$ cat src/rtl/p_ssync_req_arb.sv
// p_ssync_req_arb: synchronizes per-channel 4-phase reqs and round-robin arbitrates them onto one valid/ready word.
// Optional sticky protocol-error output err_proto when P_SSYNC_REQ_ARB_ERR_EN is defined.
module p_ssync_req_arb #(
  parameter int NCH = 4,
  parameter int DW = 8,
  parameter int SYNC_STAGES = 2,
  localparam int CW = (NCH > 1) ? $clog2(NCH) : 1
) (
  input  logic              clk,
  input  logic              clr_,
  input  logic [NCH-1:0]    req_async,
  input  logic [NCH*DW-1:0] data_async,
  output logic [NCH-1:0]    ack,
  output logic              out_valid,
  input  logic              out_ready,
  output logic [DW-1:0]     out_data,
  output logic [CW-1:0]     out_ch
`ifdef P_SSYNC_REQ_ARB_ERR_EN
  ,
  output logic              err_proto
`endif
);
  typedef enum logic [1:0] {IDLE, PEND, BUSY, ACKH} st_t;
  st_t st [NCH];
  logic [SYNC_STAGES-1:0] sync [NCH];
  logic [NCH-1:0] req_s, pend;
  logic [CW-1:0] rr, gnt_idx;
  logic gnt_v, take;
  int j;
`ifdef P_SSYNC_REQ_ARB_ERR_EN
  logic err_ev;
`endif
  assign take = out_valid && out_ready;
  always_comb begin
    req_s = '0;
    pend = '0;
    gnt_v = 1'b0;
    gnt_idx = '0;
    j = 0;
`ifdef P_SSYNC_REQ_ARB_ERR_EN
    err_ev = 1'b0;
`endif
    for (int k = 0; k < NCH; k++) begin
      req_s[k] = sync[k][SYNC_STAGES-1];
      pend[k] = st[k] == PEND && req_s[k];
`ifdef P_SSYNC_REQ_ARB_ERR_EN
      err_ev = err_ev || (!req_s[k] && (st[k] == PEND || (st[k] == BUSY && take)));
`endif
    end
    // descending scan so the channel closest to rr wins
    for (int i = NCH - 1; i >= 0; i--) begin
      j = int'(rr) + i;
      j = (j >= NCH) ? j - NCH : j;
      if (pend[j] && (!out_valid || out_ready)) begin
        gnt_v = 1'b1;
        gnt_idx = CW'(j);
      end
    end
  end
  always_ff @(posedge clk or negedge clr_) begin
    if (!clr_) begin
      for (int k = 0; k < NCH; k++) begin
        st[k] <= IDLE;
        sync[k] <= '0;
      end
      ack <= '0;
      out_valid <= 1'b0;
      out_data <= '0;
      out_ch <= '0;
      rr <= '0;
`ifdef P_SSYNC_REQ_ARB_ERR_EN
      err_proto <= 1'b0;
`endif
    end else begin
      if (take) out_valid <= 1'b0;
      if (gnt_v) begin
        out_valid <= 1'b1;
        out_data <= data_async[int'(gnt_idx)*DW +: DW];
        out_ch <= gnt_idx;
        rr <= (gnt_idx == CW'(NCH - 1)) ? '0 : gnt_idx + 1'b1;
      end
`ifdef P_SSYNC_REQ_ARB_ERR_EN
      if (err_ev) err_proto <= 1'b1;
`endif
      for (int k = 0; k < NCH; k++) begin
        sync[k] <= {sync[k][SYNC_STAGES-2:0], req_async[k]};
        case (st[k])
          IDLE: if (req_s[k]) st[k] <= PEND;
          PEND: st[k] <= (gnt_v && int'(gnt_idx) == k) ? BUSY : (req_s[k] ? PEND : IDLE);
          BUSY: if (take) begin
            st[k] <= ACKH;
            ack[k] <= 1'b1;
          end
          default: if (!req_s[k]) begin
            st[k] <= IDLE;
            ack[k] <= 1'b0;
          end
        endcase
      end
    end
  end
endmodule
$ cat config.mk
export PLATFORM = sky130hd
export DESIGN_NAME = p_ssync_req_arb
export DESIGN_NICKNAME = d
export VERILOG_FILES = /design/src/rtl/p_ssync_req_arb.sv
export SDC_FILE = /design/constraint.sdc
export NUM_CORES = 1
export LEC_CHECK = 0
export CAP_MARGIN = 20
export CORE_MARGIN = 4
export CORE_UTILIZATION = 41
export CTS_CLUSTER_DIAMETER = 40
export CTS_CLUSTER_SIZE = 20
export DETAILED_ROUTE_END_ITERATION = 7
export PLACE_DENSITY = 0.81
export SYNTH_ARGS = -nofsm -noshare
export SYNTH_HDL_FRONTEND = slang
export SYNTH_SLANG_ARGS = --single-unit
$ cat constraint.sdc
create_clock -name clk -period 2.05 [get_ports clk]
set_clock_uncertainty 0.1 [all_clocks]
set_input_delay 0.3075 -clock clk [delete_from_list [all_inputs] [get_ports clk]]
set_output_delay 0.3075 -clock clk [all_outputs]
set_load 0.1 [all_outputs]
== Word-level counts from Yosys, hierarchy flattened ==
Index checks and enable logic that the tools add are counted.
Word-level totals
  bits of input ports: 39
  register bits: 33
  output and inout bits: 15
  logic and storage cells: 155
Operators by class
  equal/unequal tests: 28
  reductions and logical operators: 33
  shift operators: 1
  $lt $le $gt $ge: 8
  add/subtract/negate cells: 8
  muxes and demuxes: 57
  bitwise gates (word level): 4
Operators by type and width (count)
  32-bit by 4-bit < comparator with 1-bit output, second input constant: 4
  32-bit two-way mux: 4
  2-bit two-way mux: 18
  32-bit by 6-bit indexed part select with 8-bit output: 1
  2-bit case mux with 3 select lines: 4
  3-bit AND reduction: 8
  1-bit two-way mux: 23
  2-bit inequality test, second input constant: 8
  4-bit by 1-bit inequality test with 1-bit output, second input constant: 4
  2-bit == test, second input constant: 7
  1-bit logical AND: 13
  3-bit by 3-bit subtractor with 4-bit output, second input constant: 3
  2-bit by 1-bit == test with 1-bit output, second input constant: 5
  2-bit zero test: 5
  3-bit >= comparator, second input constant: 3
  1-bit binary-select mux with 2-bit select: 4
  2-bit by 1-bit inequality test with 1-bit output, second input constant: 4
  1-bit case mux with 2 select lines: 4
  2-bit OR reduction: 4
  2-bit by 2-bit adder with 3-bit output, second input constant: 2
  1-bit NOT: 4
  2-bit by 3-bit subtractor with 4-bit output, second input constant: 1
  2-bit by 1-bit adder with 3-bit output, second input constant: 1
  2-bit by 3-bit >= comparator with 1-bit output, second input constant: 1
  other kinds (4): 4

== Longest topological paths before layout ==
  word-level depth: 15
  depth in mapped cells: 11

== Least setup slack after synthesis ==
OpenSTA, ideal clock, no wires.
  kind: reg2reg
  from: register out_valid
  to: register rr[1]
  clock period less this slack: 2.687 ns
  setup slack: -0.637 ns
  setup time: 0.125 ns
  buffers on the path: 1
  arrival: 2.462 ns
  stages on the path, launching flop included: 9
  data required time: 1.825 ns
  path through: dfrtp_1 nor2b_1 nor2_1 a32o_2 nor2_4 buf_6 inv_2 ha_1 mux2_2
Between the ends
  word-level cells in the longest chain between the ends: 9
  elaborated cells on any way between the ends: 17
Ends and longest elaborated chain
  from (decl): RTL line 14  | output logic out_valid,
  from (signal assigned): RTL line 67  | out_valid <= 1'b0;
  from (signal assigned): RTL line 75  | if (take) out_valid <= 1'b0;
  from (signal assigned): RTL line 77  | out_valid <= 1'b1;
  1-bit zero test *: RTL line 54  | if (pend[j] && (!out_valid || out_ready)) begin
  1-bit logical OR *: RTL line 54
  1-bit logical AND: RTL line 54
  2-bit two-way mux (4 in a row): RTL line 54
  2-bit by 1-bit adder with 2-bit output or 2-bit == test (tied branches): RTL line 80  | rr <= (gnt_idx == CW'(NCH - 1)) ? '0 : gnt_idx + 1'b1;
  2-bit two-way mux: RTL line 80
  to (signal assigned): RTL line 80
  to (decl): RTL line 27  | logic [CW-1:0] rr, gnt_idx;
Mark *: on every way between the ends. The rest lies on a longest branch, timed or not.
A chain may end at the register's enable or synchronous reset.

== Worst setup path after layout ==
  from: register st[3] (netlist name)
  to: register rr[1]
Between the ends
  word-level cells in the longest chain between the ends: 12
  elaborated cells on any way between the ends: 29
Ends and longest elaborated chain
  from (decl): RTL line 24  | st_t st [NCH];
  from (signal, indexed assignment): RTL line 89  | PEND: st[k] <= (gnt_v && int'(gnt_idx) == k) ? BUSY : (req_s[k] ? PEND : IDLE);
  2-bit by 1-bit == test with 1-bit output *: RTL line 45  | pend[k] = st[k] == PEND && req_s[k];
  1-bit logical AND *: RTL line 45
  1-bit binary-select mux with 2-bit select: RTL line 54
  1-bit two-way mux (not written as such) (2 in a row): RTL line 54
  1-bit logical AND: RTL line 54
  2-bit two-way mux (4 in a row): RTL line 54
  2-bit by 1-bit adder with 2-bit output or 2-bit == test (tied branches): RTL line 80
  2-bit two-way mux: RTL line 80
Mark *: on every way between the ends. The rest lies on a longest branch, timed or not. The select of a mux whose other input is x is not followed.

==> qor.txt <==
Distinct cell type count of the synthesized netlist -> 46
Starting Density -> 0.425
Core region area -> 0.00400 sq mm
Worst Tran Pin Value -> 0.425 ns
Number of synthesized register bits -> 33
Headroom to the max-slew limit -> 0.716
Sequential cell area fraction in the yosys report -> 0.485
Ratio of cells with drive above 1 in the final layout -> 0.340
Hold_buf cts -> 0
Number of nets with antenna violations after routing -> 0
Cell area after layout -> 0.00274 sq mm
Tcrit/Tclk final -> 1.02
Filler cell count -> 298
Worst-case setup margin in the final layout -> -0.0438 ns
Ranking of synthesized cells by area -> dfrtp_1, o21ai_0, a21oi_1
Setup crit start kind -> flip-flop
Clock transition at path regs -> 0.07 ns
I/O Pins -> 54
Req. time, crit path -> 2.12 ns
Number of placed cells counting well taps -> 292
Category of the critical setup timing path -> reg -> reg
TritonCTS clock tree -> built
Max-cap check violation count -> 0
Arr. time, crit path -> 2.16 ns
Layout overhead on the synthesized area -> 61.1%
Number of enable flip-flop cells after synthesis -> 0
Placement row count -> 23
Number of cells produced by synthesis -> 162
Final min period -> 2.09 ns
Most frequent cells after synthesis -> dfrtp_1, o21ai_0, a21oi_1
Wire length of the first global-routing pass -> 8080 microns
Detailed-router iteration count before antenna repair -> 4
Peak Freq -> 478 MHz
Starting DRT DRC Count -> 137
Syn_nets -> 202
Final sum of negative setup slack -> -0.123 ns
Pin count of the biggest net entering global routing -> 34
Final routed DRC violation total -> 0
Peak supply drop -> 980 uV
Placed inst area -> 0.00250 sq mm
H-tree depth -> 2
Average cell area after synthesis -> 10.5 sq um
Overall die area -> 0.00524 sq mm
Count of yosys warnings during synthesis -> 0
Post-route non-filler standard cell count -> 309
Via density per instance -> 5.62
Fin. max-slew vios -> 0
Unrepaired setup endpoints after global routing -> yes
Congestion Overflow GR -> 0
Number of buffers on the longest clock path -> 2
Drt wl/cell -> 16.5 microns
Violated checks -> setup timing
Status -> finished with violations
Vertical die dimension -> 72.4 microns
Post-synth top flop -> dfrtp_1
Root Buffer Master -> clkbuf_8
Initial antenna violation count -> 0
Area of the mapped netlist -> 0.00170 sq mm
CP max FO -> 6
Wirelength, routed -> 5110 microns
Power density normalized to cell area -> 1750 mW/mm^2
Final setup fails -> 8
Total via count in the routed design -> 1737
I/O Buffers -> 53
Placed wire-length estimate -> 3510 microns
Path class of the lowest-slack min-delay path -> reg -> reg
Critical path endpoint category -> flip-flop
Die width -> 72.4 microns
Number of failing hold endpoints at the final stage -> 0
Clock latency on the worst-skew pair -> 0.28 ns
Net count of the finished layout -> 298
Worst Setup Slack post-DPL -> -0.239 ns
Count leader, synth -> dfrtp_1
Static leakage power -> 1.23 nW
Number of global-route vias before repair -> 1780
Portion of synthesized cell area occupied by the leading cell type -> 0.485
Final standard cell utilization of the core -> 0.685
Cell type with the largest total area after synthesis -> dfrtp_1
Number of buffers added by the clock tree synthesis step -> 5
Final weighted congestion of routability-driven global placement -> 0.866
Asr flop ratio synth -> 1.00
Number of antenna diodes -> 0
Clock tree sinks -> 33
Tot GR Track Use -> 0.202
==> layout by cell type, fill, tap and decap left out, types with 3 or more instances in the layout <==
cell / n
o21ai_0: 16
o21ai_1: 6
a21oi_1: 15
inv_1: 9
dfrtp_1: 31
a211o_1: 8
clkdlybuf4s50_1: 38
nand3_1: 9
buf_4: 53
nand2_1: 11
clkbuf_8: 6
a32o_1: 8
buf_6: 3
==> where the power goes <==
part           internal, mW  total [mW]  switching (mW)
clock                 0.396       0.631           0.235
sequential            0.899        1.07           0.174
combinational          1.13        3.08            1.95
==> final timing paths <==
kind	to	startpoint	cells past startpoint	slack [ns]
worst min register to register	req_s[2]	sync[2]	0	0.25
max in group asynchronous	out_valid	clr_	2	1.19
worst max register to register	rr[1]	st[3]	7	-0.04
worst min-delay path	req_s[2]	sync[2]	0	0.25
min in group asynchronous	out_data[1]	clr_	2	0.33
worst max-delay path	rr[1]	st[3]	7	-0.04
==> metal layers <==
metal | GRT usage | part of all wire | routed length (microns)
met5 | 0 | 0 | 0
met4 | 0.111 | 0.031 | 158
met3 | 0.0429 | 0.034 | 172
met2 | 0.344 | 0.52 | 2660
met1 | 0.236 | 0.41 | 2120
==> sequential cells by signal (all words and copies together) (netlist names) <==
name and count:
rr 2, out_data 8, sync 4, ack 4, out_valid 1, req_s 4
st 8, out_ch 2
==> final cells by class <==
class / instances / area [sq um] / area share
Inverter: 10 / 40.0 / 0.0146
Timing Repair Buffer: 94 / 812 / 0.296
Tap cell: 50 / 62.6 / 0.0228
Multi-Input combinational cell: 114 / 880 / 0.321
Sequential cell: 33 / 831 / 0.303
Clock inverter: 1 / 30.0 / 0.0110
Clock buffer: 7 / 86.3 / 0.0315
==> stage by stage <==
stage               hold WS, ns  power, mW
floorplan               -0.0881       3.07
global placement          0.232       3.86
detailed placement        0.236       3.92
CTS                       0.251       4.71
global route              0.254       5.02
finish                    0.250       4.79
==> logic make-up after synthesis <==
| group | count (synthesis) | synth area share |
|---|---|---|
| AO/OA/AOI/OAI | 67 | 0.276 |
| AND/OR/NAND/NOR | 44 | 0.174 |
| flip-flops | 33 | 0.485 |
| buffers and inverters | 15 | 0.0434 |
| adder cells (fa/ha/maj) | 2 | 0.0140 |
| multiplexers | 1 | 0.00662 |
==> worst max-delay path, stage by stage (launching register included) <==
cell and delay [ns]:
dfrtp_1 0.37, nand3b_1 0.18, maj3_2 0.33, a32o_2 0.25
nor2_4 0.22, inv_4 0.06, ha_4 0.20, mux2_4 0.26
==> timing repair <==
item / in CTS / in global routing
endpoints found under the setup margin: 14 / 14
pin swaps: 7 / 7
buffers inserted: 7 / 2
gates resized for setup: 9 / 6
(Power assumes the default switching activity.)
